===== src/rtl/counter_rr_scheduler.sv =====
// ----------------------------------------------------------------------------
// counter_rr_scheduler
//
// Round-robin scheduler that shares one up/down counter datapath among NREQ
// requesters. One request is granted at a time; the granted operation is
// driven onto the datapath as a single-cycle incr or decr strobe. Operations
// that would push the counter past MAX_COUNT or below zero are refused: the
// grant still pulses, together with refused, and no strobe is issued.
//
// Build option:
//   CNT_SCHED_WRAP_EN  When defined, the limit check is removed. refused stays
//                      0 and every grant produces a strobe; the datapath is
//                      expected to wrap modulo 2**WIDTH.
//
// Parameters:
//   NREQ       number of requesters (2..8)
//   WIDTH      counter width, must match the datapath count width
//   MAX_COUNT  upper saturation limit, truncated to WIDTH bits; lower limit 0
//
// Ports:
//   clk_i      rising-edge clock
//   reset_i    synchronous, active-high reset
//   req_i      per-requester request, held until its grant is seen
//   dir_i      per-requester direction (1 = up, 0 = down), stable while req high
//   count_i    registered count fed back from the datapath
//   incr_o     datapath increment strobe, one-cycle pulse
//   decr_o     datapath decrement strobe, one-cycle pulse
//   grant_o    one-hot grant, one-cycle pulse
//   refused_o  pulses with grant when the granted op hit a limit
//   busy_o     high while an operation is issuing or settling
//
// All outputs are registered.
// ----------------------------------------------------------------------------
module counter_rr_scheduler #(
    parameter int unsigned NREQ      = 4,
    parameter int unsigned WIDTH     = 4,
    parameter int unsigned MAX_COUNT = 15
) (
    input  logic             clk_i,
    input  logic             reset_i,
    input  logic [NREQ-1:0]  req_i,
    input  logic [NREQ-1:0]  dir_i,
    input  logic [WIDTH-1:0] count_i,
    output logic             incr_o,
    output logic             decr_o,
    output logic [NREQ-1:0]  grant_o,
    output logic             refused_o,
    output logic             busy_o
);

    localparam int unsigned PtrW = (NREQ > 1) ? $clog2(NREQ) : 1;
    localparam logic [WIDTH-1:0] MaxCnt = WIDTH'(MAX_COUNT);

    typedef enum logic [1:0] {
        StIdle,
        StIssue,
        StSettle
    } state_e;

    // ------------------------------------------------------------------------
    // State and registered outputs
    // ------------------------------------------------------------------------
    state_e            state_q, state_d;
    logic [PtrW-1:0]   ptr_q, ptr_d;       // highest-priority requester index
    logic [NREQ-1:0]   grant_q, grant_d;
    logic              incr_q, incr_d;
    logic              decr_q, decr_d;
    logic              refused_q, refused_d;
    logic              busy_q, busy_d;

    // ------------------------------------------------------------------------
    // Round-robin search: first requester at or above ptr_q, wrapping mod NREQ
    // ------------------------------------------------------------------------
    logic              win_found;
    logic [PtrW-1:0]   win_idx;
    logic [PtrW-1:0]   cand;

    always_comb begin
        win_found = 1'b0;
        win_idx   = '0;
        cand      = '0;
        for (int unsigned k = 0; k < NREQ; k++) begin
            cand = PtrW'((32'(ptr_q) + k) % NREQ);
            if (!win_found && req_i[cand]) begin
                win_found = 1'b1;
                win_idx   = cand;
            end
        end
    end

    // ------------------------------------------------------------------------
    // Limit check on the count present at the arbitration edge
    // ------------------------------------------------------------------------
    logic win_dir;
    logic blocked;

    assign win_dir = dir_i[win_idx];

`ifdef CNT_SCHED_WRAP_EN
    // Datapath wraps, so every op is allowed; count_i is not consulted.
    assign blocked = 1'b0;
    logic unused_count;
    assign unused_count = ^count_i;
`else
    assign blocked = win_dir ? (count_i == MaxCnt) : (count_i == '0);
`endif

    // Pointer moves to the slot after the winner so the winner becomes lowest.
    logic [PtrW-1:0] ptr_after_win;
    assign ptr_after_win = (32'(win_idx) == NREQ - 1) ? '0 : win_idx + 1'b1;

    // ------------------------------------------------------------------------
    // Next-state and next-output logic
    // ------------------------------------------------------------------------
    always_comb begin
        state_d   = state_q;
        ptr_d     = ptr_q;
        grant_d   = '0;
        incr_d    = 1'b0;
        decr_d    = 1'b0;
        refused_d = 1'b0;
        busy_d    = 1'b0;

        unique case (state_q)
            // Idle and settle both arbitrate: settle is the earliest point at
            // which the count reflects the previous op.
            StIdle, StSettle: begin
                if (win_found) begin
                    state_d   = StIssue;
                    ptr_d     = ptr_after_win;
                    grant_d   = NREQ'(1) << win_idx;
                    incr_d    = win_dir & ~blocked;
                    decr_d    = ~win_dir & ~blocked;
                    refused_d = blocked;
                    busy_d    = 1'b1;
                end else begin
                    state_d = StIdle;
                end
            end
            StIssue: begin
                state_d = StSettle;
                busy_d  = 1'b1;
            end
            default: begin
                state_d = StIdle;
            end
        endcase
    end

    // ------------------------------------------------------------------------
    // Registers (synchronous reset)
    // ------------------------------------------------------------------------
    always_ff @(posedge clk_i) begin
        if (reset_i) begin
            state_q   <= StIdle;
            ptr_q     <= '0;
            grant_q   <= '0;
            incr_q    <= 1'b0;
            decr_q    <= 1'b0;
            refused_q <= 1'b0;
            busy_q    <= 1'b0;
        end else begin
            state_q   <= state_d;
            ptr_q     <= ptr_d;
            grant_q   <= grant_d;
            incr_q    <= incr_d;
            decr_q    <= decr_d;
            refused_q <= refused_d;
            busy_q    <= busy_d;
        end
    end

    assign grant_o   = grant_q;
    assign incr_o    = incr_q;
    assign decr_o    = decr_q;
    assign refused_o = refused_q;
    assign busy_o    = busy_q;

    // ------------------------------------------------------------------------
    // Output invariants
    // ------------------------------------------------------------------------
    always_ff @(posedge clk_i) begin
        if (!reset_i) begin
            assert (!(incr_q && decr_q))
                else $error("incr and decr high together");
            assert ($onehot0(grant_q))
                else $error("grant not one-hot");
            assert (!(incr_q || decr_q || refused_q) || (grant_q != '0))
                else $error("strobe without grant");
        end
    end

endmodule


===== config.mk =====
export PLATFORM = sky130hd
export DESIGN_NAME = counter_rr_scheduler
export DESIGN_NICKNAME = d
export VERILOG_FILES = /design/src/rtl/counter_rr_scheduler.sv
export SDC_FILE = /design/constraint.sdc
export NUM_CORES = 1
export LEC_CHECK = 0
export ABC_AREA = 1
export CAP_MARGIN = 20
export CORE_MARGIN = 2
export CORE_UTILIZATION = 25
export DETAILED_ROUTE_END_ITERATION = 10
export PLACE_DENSITY = 0.43
export SYNTH_ARGS = -nofsm -noshare
export SYNTH_HDL_FRONTEND = slang
export SYNTH_SLANG_ARGS = --single-unit

===== constraint.sdc =====
create_clock -name clk_i -period 1.8 [get_ports clk_i]
set_input_delay 0.36 -clock clk_i [delete_from_list [all_inputs] [get_ports clk_i]]
set_output_delay 0.36 -clock clk_i [all_outputs]
set_load 0.005 [all_outputs]

==> impl_metrics.toml <==
[setup_path]
crit_path_end_kind = "flop"
cpPeakStageDelay_ps = 370
cpMaxStageDelayCell = "dfxtp_4"
crit_arrival_ps = 1920
crit_family = "simple AND/OR/NAND/NOR gates"
path_max_fanout = 4
cp_num_buf_inv = 2
critPathKind = "reg2reg"
required_ps = 1980
cpMostUsedCell = "nand2_4"
crit_chain = "buf_4, nand2_2, nand2_4, nand2_4, nand2_4, nor2_8, nand3_4, nand3_4, inv_4, ha_4, nor2_2, a211oi_2"
startpoint_type = "flop"

[die]
die-area_mm2 = 0.00363
ios = 22
die_w_um = 60.3
initial_core_util_pct = 26.2
coreArea_mm2 = 0.00303
row_count = 20
die_h_um = 60.3

[sta]
skew_ps = 2.26
fmax_mhz = 575
setup_tns_ps = 0
setup_slack_ps = 60.6
worst_pin_slew_ps = 413
finalSetupViolations = 0
slew_headroom_pct = 72.2
hold_viol = 0
slew_viol_final = 0
finalCritPeriodShare_pct = 96.6
whs_ps = 475
rsz0062_at_grt = "yes"
period_needed_ps = 1740

[route]
viasPerCell = 4.26
drt_iter0_drc = 29
wirelength_um = 2000
drtPass1Iterations = 4
drtAntennaViolNets = 0
vias = 852
drcViolationCount = 0
post_drt_wl_per_cell_um = 9.98

[yosys]
synth_flop_cell = "dfxtp_1"
synth_fp_nets = 129
synth_area_um2 = 792
synth.distinct_cells = 22
yosys_warnings = 0
ys_ff_latch = 12
avgSynthCellArea_um2 = 6.95
synthCells = 114
synthTopCellsByArea = "dfxtp_1 30%, nand2_1 17%, nand2_2 8.7%, nand2_4 5.7%, nand3_1 5.1%"
synth_async_sr_flop_share_pct = 0
seq_area_frac_synth_pct = 30.3
synth-edff-count = 0
synth_top_area_share_pct = 30.3
synth_top_cell_by_area = "dfxtp_1"

[cells_and_area]
drive_above_1_share_pct = 49.4
antenna_cells = 0
nets = 173
finish.instance_area_mm2 = 0.00141
final_cell_mix = "23 x nand2_1, 17 x clkdlybuf4s50_1, 16 x nand2_2, 15 x buf_4, 11 x nand2_4"
final_common_cell = "nand2_1"
multiInputGateArea_um2 = 626
fill_cells = 291
fin_util_pct = 46.5
synthToLayoutAreaGrowth_pct = 77.9
fin_cells = 200
regArea_um2 = 248

[cts]
cts_buffer_depth = 2
cts_tree = "yes"
clock-root-buffer = "clkbuf_4"
cts_buffers = 3
cts.sinks = 12
h-tree-depth = 1
clkTransAtPathRegs_ps = 70
clk_latency_ps = 260
ctsHoldBuffers = 0

[global_routing]
grt_usage_pct = 11.2
grt_pass1_vias = 719
grt_pass1_wl_um = 3040
grt_max_degree = 10
grt_antenna_before_repair = 0
grt_remaining_overflow = 0

[place]
place_inst = 194
portBuffers = 21
dp_hpwl_um = 1510
dp_slack_ps = -351
dpl_cell_area_mm2 = 0.00119
place_congestion = 0.837

[job]
cap_violations = 0

[min_path]
hp-class = "reg2reg"

[pwr]
p_leak_nw = 0.684
peakVddDrop_uv = 639
powerDensity_mw_per_mm2 = 1720
power_mw = 2.42

[outcome]
status = "complete, no violations"
[layout make-up]
type	count	share of cell area (%)
clock buffer	3	1.60
inverter	13	4.17
multi-input combinational	88	44.4
sequential	12	17.6
tap	44	3.91
timing repair buffer	40	28.3
[flip-flops by register name, indices dropped and copies added (netlist names)]
register,flops
refused_o,1
incr_o,1
state_q,2
busy_o,1
decr_o,1
ptr_q,2
grant_o,4
[synthesized netlist by cell type, drive strengths merged, types with 2 or more instances]
| master | n |
|---|---|
| dfxtp | 12 |
| nand4 | 4 |
| o21ai | 2 |
| nor2 | 12 |
| inv | 13 |
| nand2 | 50 |
| a21oi | 2 |
| nand3 | 12 |
| nor3 | 2 |
[report_power, final]
group / total (mW) / leakage (nW) / switching, mW / internal, mW
clock network: 0.161 / 0.0138 / 0.0839 / 0.0772
registers: 0.426 / 0.100 / 0.0543 / 0.372
logic: 1.84 / 0.570 / 0.928 / 0.907
total: 2.42 / 0.684 / 1.07 / 1.36
[cells by family after synthesis]
kind of cell,after synthesis,synth area share [%]
and+or+nand+nor,82,57.0
buffers and inverters,14,7.58
DFF,12,30.3
AOI/OAI and AO/OA,5,3.47
adders and majority gates,1,1.58
[worst min-delay path, cell delays in order, from the launching register on]
cell	delay, ps
dfxtp_1	300
or2_2	100
nor2_1	30
[what timing repair did]
| item | CTS | global route |
|---|---|---|
| buffers inserted | 1 | 2 |
| pin swaps | 7 | 18 |
| gates resized for setup | 9 | 42 |
| endpoints found under the hold margin | 0 | 0 |
| setup endpoints to repair | 4 | 9 |
[worst paths after layout]
path | slack, ps | depth (start not counted) | from | end
min reg2reg | 480 | 2 | state_q[1] | state_q[1]
min | 480 | 2 | state_q[1] | state_q[1]
max | 60 | 12 | ptr_q[0] | ptr_q[1]
max reg2reg | 60 | 12 | ptr_q[0] | ptr_q[1]
[per-layer routing]
layer / vias to the layer above / GRT usage, % / share of wire, %
li1: 449 / - / -
met1: 376 / 15.8 / 44
met2: 27 / 16.6 / 48
met3: 0 / 4.33 / 7.6
met4: 0 / 0.952 / 0
met5: - / 0 / 0
No activity file was read; power rests on OpenSTA's default activity.
